$ cat src/rtl/led_panel_pkg.sv
// -----------------------------------------------------------------------------
// led_panel_pkg
// Shared types and constants for the LED panel capture block:
//   - state_t            : scan FSM states (IDLE, SCAN, DONE)
//   - RGB_R/RGB_G/RGB_B  : bit positions of each colour inside a {r,g,b} symbol
//   - DEFAULT_COLS/ROW_W : default panel geometry
//   - CRC_POLY/CRC_INIT  : CRC-16-CCITT constants used by the optional row CRC
//   - crc16_sym          : folds one 3-bit symbol into a CRC, MSB first
// -----------------------------------------------------------------------------
package led_panel_pkg;

  typedef enum logic [1:0] {
    IDLE = 2'd0,
    SCAN = 2'd1,
    DONE = 2'd2
  } state_t;

  localparam int RGB_R = 2;
  localparam int RGB_G = 1;
  localparam int RGB_B = 0;

  localparam int DEFAULT_COLS  = 32;
  localparam int DEFAULT_ROW_W = 6;

  localparam logic [15:0] CRC_POLY = 16'h1021;
  localparam logic [15:0] CRC_INIT = 16'hFFFF;

  function automatic logic [15:0] crc16_sym(input logic [15:0] crc,
                                            input logic [2:0]  sym);
    logic [15:0] c;
    c = crc;
    for (int i = 2; i >= 0; i--) begin
      if (c[15] ^ sym[i]) c = {c[14:0], 1'b0} ^ CRC_POLY;
      else                c = {c[14:0], 1'b0};
    end
    return c;
  endfunction

endpackage

$ cat src/rtl/led_panel_edge_det.sv
// -----------------------------------------------------------------------------
// led_panel_edge_det
// Registers one control input and produces a single-cycle edge pulse.
// The pulse compares the live input with its registered copy, so it is
// asserted in the cycle the new level is first sampled.
// Parameters:
//   FALLING : 0 = rising-edge pulse, 1 = falling-edge pulse
// Ports:
//   clk, reset : clock, asynchronous active-high reset
//   sig        : input level
//   pulse      : edge pulse
// -----------------------------------------------------------------------------
module led_panel_edge_det #(
  parameter bit FALLING = 1'b0
) (
  input  logic clk,
  input  logic reset,
  input  logic sig,
  output logic pulse
);

  logic sig_d;

  always_ff @(posedge clk or posedge reset) begin
    if (reset) sig_d <= 1'b0;
    else       sig_d <= sig;
  end

  assign pulse = FALLING ? (~sig & sig_d) : (sig & ~sig_d);

endmodule

$ cat src/rtl/led_panel_capture.sv
// -----------------------------------------------------------------------------
// led_panel_capture
// Panel-side receiver for the LED panel serial interface. Rebuilds each row
// as a shift-register panel would, tracks the row address and replays the
// latched row as a pixel stream with per-colour lit counts and sticky
// protocol error flags.
// Optional feature: define LED_PANEL_CAPTURE_CRC_EN to add row_crc, a
// CRC-16-CCITT over the scanned {r,g,b} symbols (column 0 first).
// Ports:
//   clk, reset                   : clock, asynchronous active-high reset
//   sclk_in, latch_in, blank_in  : shift clock, latch strobe, blank (1 = off)
//   aclk_in, arst_in             : row address clock / level reset
//   red_in, green_in, blue_in    : serial colour data
//   clr_err                      : clear sticky error flags
//   pix_valid, pix_col, pix_rgb  : replayed pixel stream
//   row_valid, row_idx           : end-of-scan pulse, row address at scan start
//   red_cnt, green_cnt, blue_cnt : lit pixels per colour in last scanned row
//   err_len, err_overrun         : sticky protocol errors
//   row_crc                      : (CRC build only) CRC of last scanned row
// -----------------------------------------------------------------------------
module led_panel_capture
  import led_panel_pkg::*;
#(
  parameter int COLS  = DEFAULT_COLS,
  parameter int ROW_W = DEFAULT_ROW_W,
  parameter int CNT_W = 6
) (
  input  logic                     clk,
  input  logic                     reset,
  input  logic                     sclk_in,
  input  logic                     latch_in,
  input  logic                     blank_in,
  input  logic                     aclk_in,
  input  logic                     arst_in,
  input  logic                     red_in,
  input  logic                     green_in,
  input  logic                     blue_in,
  input  logic                     clr_err,
  output logic                     pix_valid,
  output logic [$clog2(COLS)-1:0]  pix_col,
  output logic [2:0]               pix_rgb,
  output logic                     row_valid,
  output logic [ROW_W-1:0]         row_idx,
  output logic [CNT_W-1:0]         red_cnt,
  output logic [CNT_W-1:0]         green_cnt,
  output logic [CNT_W-1:0]         blue_cnt,
  output logic                     err_len,
`ifdef LED_PANEL_CAPTURE_CRC_EN
  output logic                     err_overrun,
  output logic [15:0]              row_crc
`else
  output logic                     err_overrun
`endif
);

  localparam int                 COL_W        = $clog2(COLS);
  localparam logic [COL_W-1:0]   LAST_COL     = COL_W'(COLS - 1);
  localparam logic [CNT_W-1:0]   EXPECT_RISES = CNT_W'(COLS);

  function automatic logic [CNT_W-1:0] sat_inc(input logic [CNT_W-1:0] v);
    return (v == '1) ? v : v + 1'b1;
  endfunction

  logic                   sclk_rise, latch_rise, blank_fall, aclk_rise;
  logic [2:0]             rgb_d;
  logic [COLS-1:0][2:0]   chain, chain_next, holding;
  logic [CNT_W-1:0]       rise_cnt, rise_next;
  logic [ROW_W-1:0]       row_cnt;
  logic [COL_W-1:0]       col;
  logic                   settle;
  state_t                 state;

  // ---- input stage: registered copies and edge pulses ----
  led_panel_edge_det #(.FALLING(1'b0)) u_sclk  (.clk(clk), .reset(reset), .sig(sclk_in),  .pulse(sclk_rise));
  led_panel_edge_det #(.FALLING(1'b0)) u_latch (.clk(clk), .reset(reset), .sig(latch_in), .pulse(latch_rise));
  led_panel_edge_det #(.FALLING(1'b1)) u_blank (.clk(clk), .reset(reset), .sig(blank_in), .pulse(blank_fall));
  led_panel_edge_det #(.FALLING(1'b0)) u_aclk  (.clk(clk), .reset(reset), .sig(aclk_in),  .pulse(aclk_rise));

  // Shift happens before latch when both edges land together, so the latch
  // and the length check both see the post-shift chain and count.
  always_comb begin
    chain_next = chain;
    rise_next  = rise_cnt;
    if (sclk_rise) begin
      chain_next = {chain[COLS-2:0], rgb_d};
      rise_next  = sat_inc(rise_cnt);
    end
  end

  // ---- shift chain, holding register, row counter, error flags ----
  always_ff @(posedge clk or posedge reset) begin
    if (reset) begin
      rgb_d       <= '0;
      chain       <= '0;
      holding     <= '0;
      rise_cnt    <= '0;
      row_cnt     <= '0;
      err_len     <= 1'b0;
      err_overrun <= 1'b0;
    end else begin
      rgb_d <= {red_in, green_in, blue_in};
      chain <= chain_next;
      if (latch_rise) begin
        holding  <= chain_next;
        rise_cnt <= '0;
      end else begin
        rise_cnt <= rise_next;
      end
      // set wins over clear
      err_len     <= (err_len & ~clr_err) | (latch_rise && (rise_next != EXPECT_RISES));
      err_overrun <= (err_overrun & ~clr_err) | (latch_rise && (state == SCAN));
      if (arst_in)        row_cnt <= '0;
      else if (aclk_rise) row_cnt <= row_cnt + 1'b1;
    end
  end

  // ---- scan FSM: pixel replay and end-of-row pulse ----
  // DONE lasts two cycles so the counts, which trail the pixel registers by
  // one cycle, are final before row_valid rises.
  always_ff @(posedge clk or posedge reset) begin
    if (reset) begin
      state     <= IDLE;
      col       <= '0;
      settle    <= 1'b0;
      pix_valid <= 1'b0;
      pix_col   <= '0;
      pix_rgb   <= '0;
      row_valid <= 1'b0;
      row_idx   <= '0;
    end else begin
      pix_valid <= 1'b0;
      row_valid <= 1'b0;
      case (state)
        IDLE: begin
          if (blank_fall) begin
            state   <= SCAN;
            col     <= '0;
            row_idx <= row_cnt;
          end
        end
        SCAN: begin
          pix_valid <= 1'b1;
          pix_col   <= col;
          pix_rgb   <= holding[col];
          col       <= col + 1'b1;
          if (col == LAST_COL) begin
            state  <= DONE;
            settle <= 1'b0;
          end
        end
        DONE: begin
          if (settle) begin
            row_valid <= 1'b1;
            settle    <= 1'b0;
            state     <= IDLE;
          end else begin
            settle <= 1'b1;
          end
        end
        default: state <= IDLE;
      endcase
    end
  end

  // ---- per-row statistics from the pixel stream ----
  always_ff @(posedge clk or posedge reset) begin
    if (reset) begin
      red_cnt   <= '0;
      green_cnt <= '0;
      blue_cnt  <= '0;
`ifdef LED_PANEL_CAPTURE_CRC_EN
      row_crc   <= CRC_INIT;
`endif
    end else if (state == IDLE && blank_fall) begin
      red_cnt   <= '0;
      green_cnt <= '0;
      blue_cnt  <= '0;
`ifdef LED_PANEL_CAPTURE_CRC_EN
      row_crc   <= CRC_INIT;
`endif
    end else if (pix_valid) begin
      red_cnt   <= red_cnt   + CNT_W'(pix_rgb[RGB_R]);
      green_cnt <= green_cnt + CNT_W'(pix_rgb[RGB_G]);
      blue_cnt  <= blue_cnt  + CNT_W'(pix_rgb[RGB_B]);
`ifdef LED_PANEL_CAPTURE_CRC_EN
      row_crc   <= crc16_sym(row_crc, pix_rgb);
`endif
    end
  end

endmodule

$ cat config.mk
export PLATFORM = sky130hd
export DESIGN_NAME = led_panel_capture
export DESIGN_NICKNAME = d
export VERILOG_FILES = /design/src/rtl/led_panel_pkg.sv /design/src/rtl/led_panel_edge_det.sv /design/src/rtl/led_panel_capture.sv
export SDC_FILE = /design/constraint.sdc
export NUM_CORES = 1
export LEC_CHECK = 0
export CELL_PAD_IN_SITES_DETAIL_PLACEMENT = 1
export CELL_PAD_IN_SITES_GLOBAL_PLACEMENT = 2
export CORE_MARGIN = 1.5
export CORE_UTILIZATION = 35
export CTS_CLUSTER_SIZE = 40
export DETAILED_ROUTE_END_ITERATION = 8
export GPL_ROUTABILITY_DRIVEN = 0
export HOLD_SLACK_MARGIN = 0.15
export PLACE_DENSITY = 0.76
export REMOVE_ABC_BUFFERS = 1
export SYNTH_ARGS = -nofsm -noshare
export SYNTH_HDL_FRONTEND = slang
export SYNTH_SLANG_ARGS = --single-unit
$ cat constraint.sdc
create_clock -name clk -period 16.28 [get_ports clk]
set_input_delay 1.628 -clock clk [delete_from_list [all_inputs] [get_ports clk]]
set_output_delay 1.628 -clock clk [all_outputs]
set_load 0.01 [all_outputs]
==> flow_summary_export.csv <==
group,metric,value,unit
status,status,"finished clean",
die,die_height,178,µm
clock_network,cts_resized,0,
sta,max_slew.worst_pin.slew,0.912,ns
synth,syn_avg_cell_area,9.45,µm²
clock_network,cts.clk_slew.worst_paths,0.06,ns
power_and_ir_drop,leakagePower,6.53,nW
clock_network,htreeDepth,1,
global_route,met1_usage,22.7,%
global_route,busiest_layer,"met2",
die,rows,63,
synth,synth_area_leaders,"dfrtp_1 60%, nand2_1 21%, mux4_2 4.0%",
sta,slew_headroom,39.2,%
routing,via_per_inst,4.86,
routing,postRouteAntennaNets,0,
sta,fin_ws,12.30,ns
synth,synthFlopType,"dfrtp_1",
placed_design,place_ws,11.58,ns
hold_path,holdPathStages,2,
sta,final_max_slew_viol_count,0,
final_layout,final_common_cell,"nand2_1",
global_route,first_global_vias,8295,
critical_path,ff2ff_path_depth,6,
final_layout,n_antenna_cell,0,
clock_network,postCtsSetupBuffers,0,
routing,first_iter_violations,415,
clock_network,clk_latency,0.55,ns
routing,routedWlPerCell,15.7,µm
sta,grt_setup_unrepaired,"false",
final_layout,final_core_util,42.0,%
die,design.portCount,47,
clock_network,cts_tree,"built",
sta,hold_viol,0,
final_layout,area_growth,17.1,%
critical_path,worstSetupEndpointType,"async pin",
placed_design,placed_area,11500,µm²
sta,min_period,3.98,ns
power_and_ir_drop,power.total,1.86,mW
clock_network,cts_buffers,29,
critical_path,path_max_fanout,122,
final_layout,finalNonFillerCells,1572,
routing,wl,24.8,mm
sta,hold_ws,0.469,ns
synth,yosysUniqueCellTypes,46,
synth,yosysSeqAreaShare,59.6,%
synth,synth_top_cell_by_area,"dfrtp_1",
routing,drtPass1Iterations,4,
final_layout,nFillCells,3423,
synth,syn-instance-count,1133,
critical_path,critPathLaunch,"reset",
synth,postSynth.asyncResetShare,100,%
die,design.die.area,31700,µm²
global_route,use_met3,2.29,%
job,maxCapViolCount,0,
final_layout,final_area,12500,µm²
sta,fmax,251,MHz
die,dieWidth,178,µm
global_route,antenna_found_initial,0,
sta,fin_skew,0.0208,ns
die,start_util,35.9,%
global_route,grt_overflow,0,
synth,synth_top_area_share,59.6,%
global_route,grt.total_usage,16.6,%
routing,drc,0,
power_and_ir_drop,power_density,148,nW/µm²
critical_path,crit_type,"in2async",
synth,netlist_area,10700,µm²
sta,setup_violations,0,
final_layout,final_cell_mix,"608 x nand2_1, 254 x dfrtp_1, 46 x clkdlybuf4s50_1, 33 x nor2_1, 29 x clkbuf_16",
clock_network,numClockSinks,255,
routing,vias,7643,
clock_network,cts_root_buf,"clkbuf_16",
placed_design,hpwl,14.4,mm
critical_path,arrival,4.54,ns
sta,tns,0,ns
sta,fin_crit_sh,24.5,%
placed_design,port_buffers,46,
final_layout,nets,1181,
critical_path,crit_path_start_kind,"input port",
synth,synth_warnings,0,
critical_path,r2r-start,"col[0]",
clock_network,cts-hold-fix-buffers,0,
global_route,grt_first_pass_wirelength,42.5,mm
power_and_ir_drop,peakVddDrop,0.0706,mV
global_route,grt_max_degree,123,
synth,synth_edf_count,0,
final_layout,drive_above_1_share,7.95,%
hold_path,hp-start,"holding[55]",
hold_path,hold_path.class,"reg2reg",
global_route,use_met2,28.1,%
critical_path,crit_required,16.83,ns
die,design.core.area,29900,µm²
placed_design,place_inst,1519,
synth,synth_seq_cells,255,
clock_network,cts_buffer_depth,3,
## Yosys cell counts, drive strengths merged, types with 3 or more instances
library cell and number:
xor2 13, nand3b 4, and3 3, mux4 21, a2111oi 6, dfrtp 255, inv 10, mux2 8
a31oi 3, nor2b 7, or3 5, nand2b 6, o21ai 15, a21oi 6, nand3 3, nor3 3
buf 15, clkbuf 47, ha 10, nand2 608, mux2i 20, nand4 10, nor2 33, a211oi 4
## final timing paths
path	slack, ns	end
setup / recovery	12.30	chain[7]
hold / removal	0.47	holding[55]
setup reg to reg	13.64	pix_rgb[1]
hold reg to reg	0.47	holding[55]
max in group clk	12.71	pix_valid
min in group asynchronous	1.65	row_cnt[1]
## per-layer routing
metal / vias up / wire [µm]
met5: - / 0
met4: 0 / 451
met3: 34 / 695
met2: 87 / 11500
met1: 3849 / 12100
li1: 3673 / -
## cell type report
| class | count | area (µm²) | area share (%) |
|---|---|---|---|
| Multi-Input combinational cell | 806 | 4070 | 32.4 |
| Clock inverter | 8 | 100 | 0.798 |
| Sequential cell | 255 | 6380 | 50.9 |
| Tap cell | 390 | 488 | 3.89 |
| Inverter | 10 | 45.0 | 0.359 |
| Clock buffer | 45 | 906 | 7.22 |
| Timing Repair Buffer | 58 | 551 | 4.39 |
## worst max-delay path: stages
cell             delay [ns]
clkdlybuf4s50_1        0.49
inv_8                  0.60
buf_4                  0.82
buf_4                  0.79
## power breakdown
part	total, mW	internal, mW	switching, mW	leakage (nW)
logic	0.382	0.173	0.209	2.59
registers	0.801	0.723	0.0775	3.44
clock network	0.675	0.413	0.262	0.503
total	1.86	1.31	0.549	6.53
## kinds of logic (layout without fill, tap and decap cells)
kind of cell             Yosys count  count (layout)  synth area share, %
buffers and inverters             72             121                 2.78
multiplexers                      49              49                 7.20
AND/OR/NAND/NOR                  686             686                 25.1
AO/OA/AOI/OAI                     46              46                 2.94
XOR/XNOR                          15              15                 1.23
flip-flops                       255             255                 59.6
adder cells (fa/ha/maj)           10              10                 1.17
## state kept, by name, summed over array words and instances (netlist names)
register	flops
row_valid	1
u_aclk.sig_d	1
u_sclk.sig_d	1
err_len	1
state	2
err_overrun	1
row_cnt	6
u_latch.sig_d	1
green_cnt	6
rgb_d	3
blue_cnt	6
settle	1
holding	96
row_idx	6
pix_rgb	3
pix_col	5
chain	96
rise_cnt	6
u_blank.sig_d	1
pix_valid	1
red_cnt	6
col	5
Power figures use the tool's default switching activity.
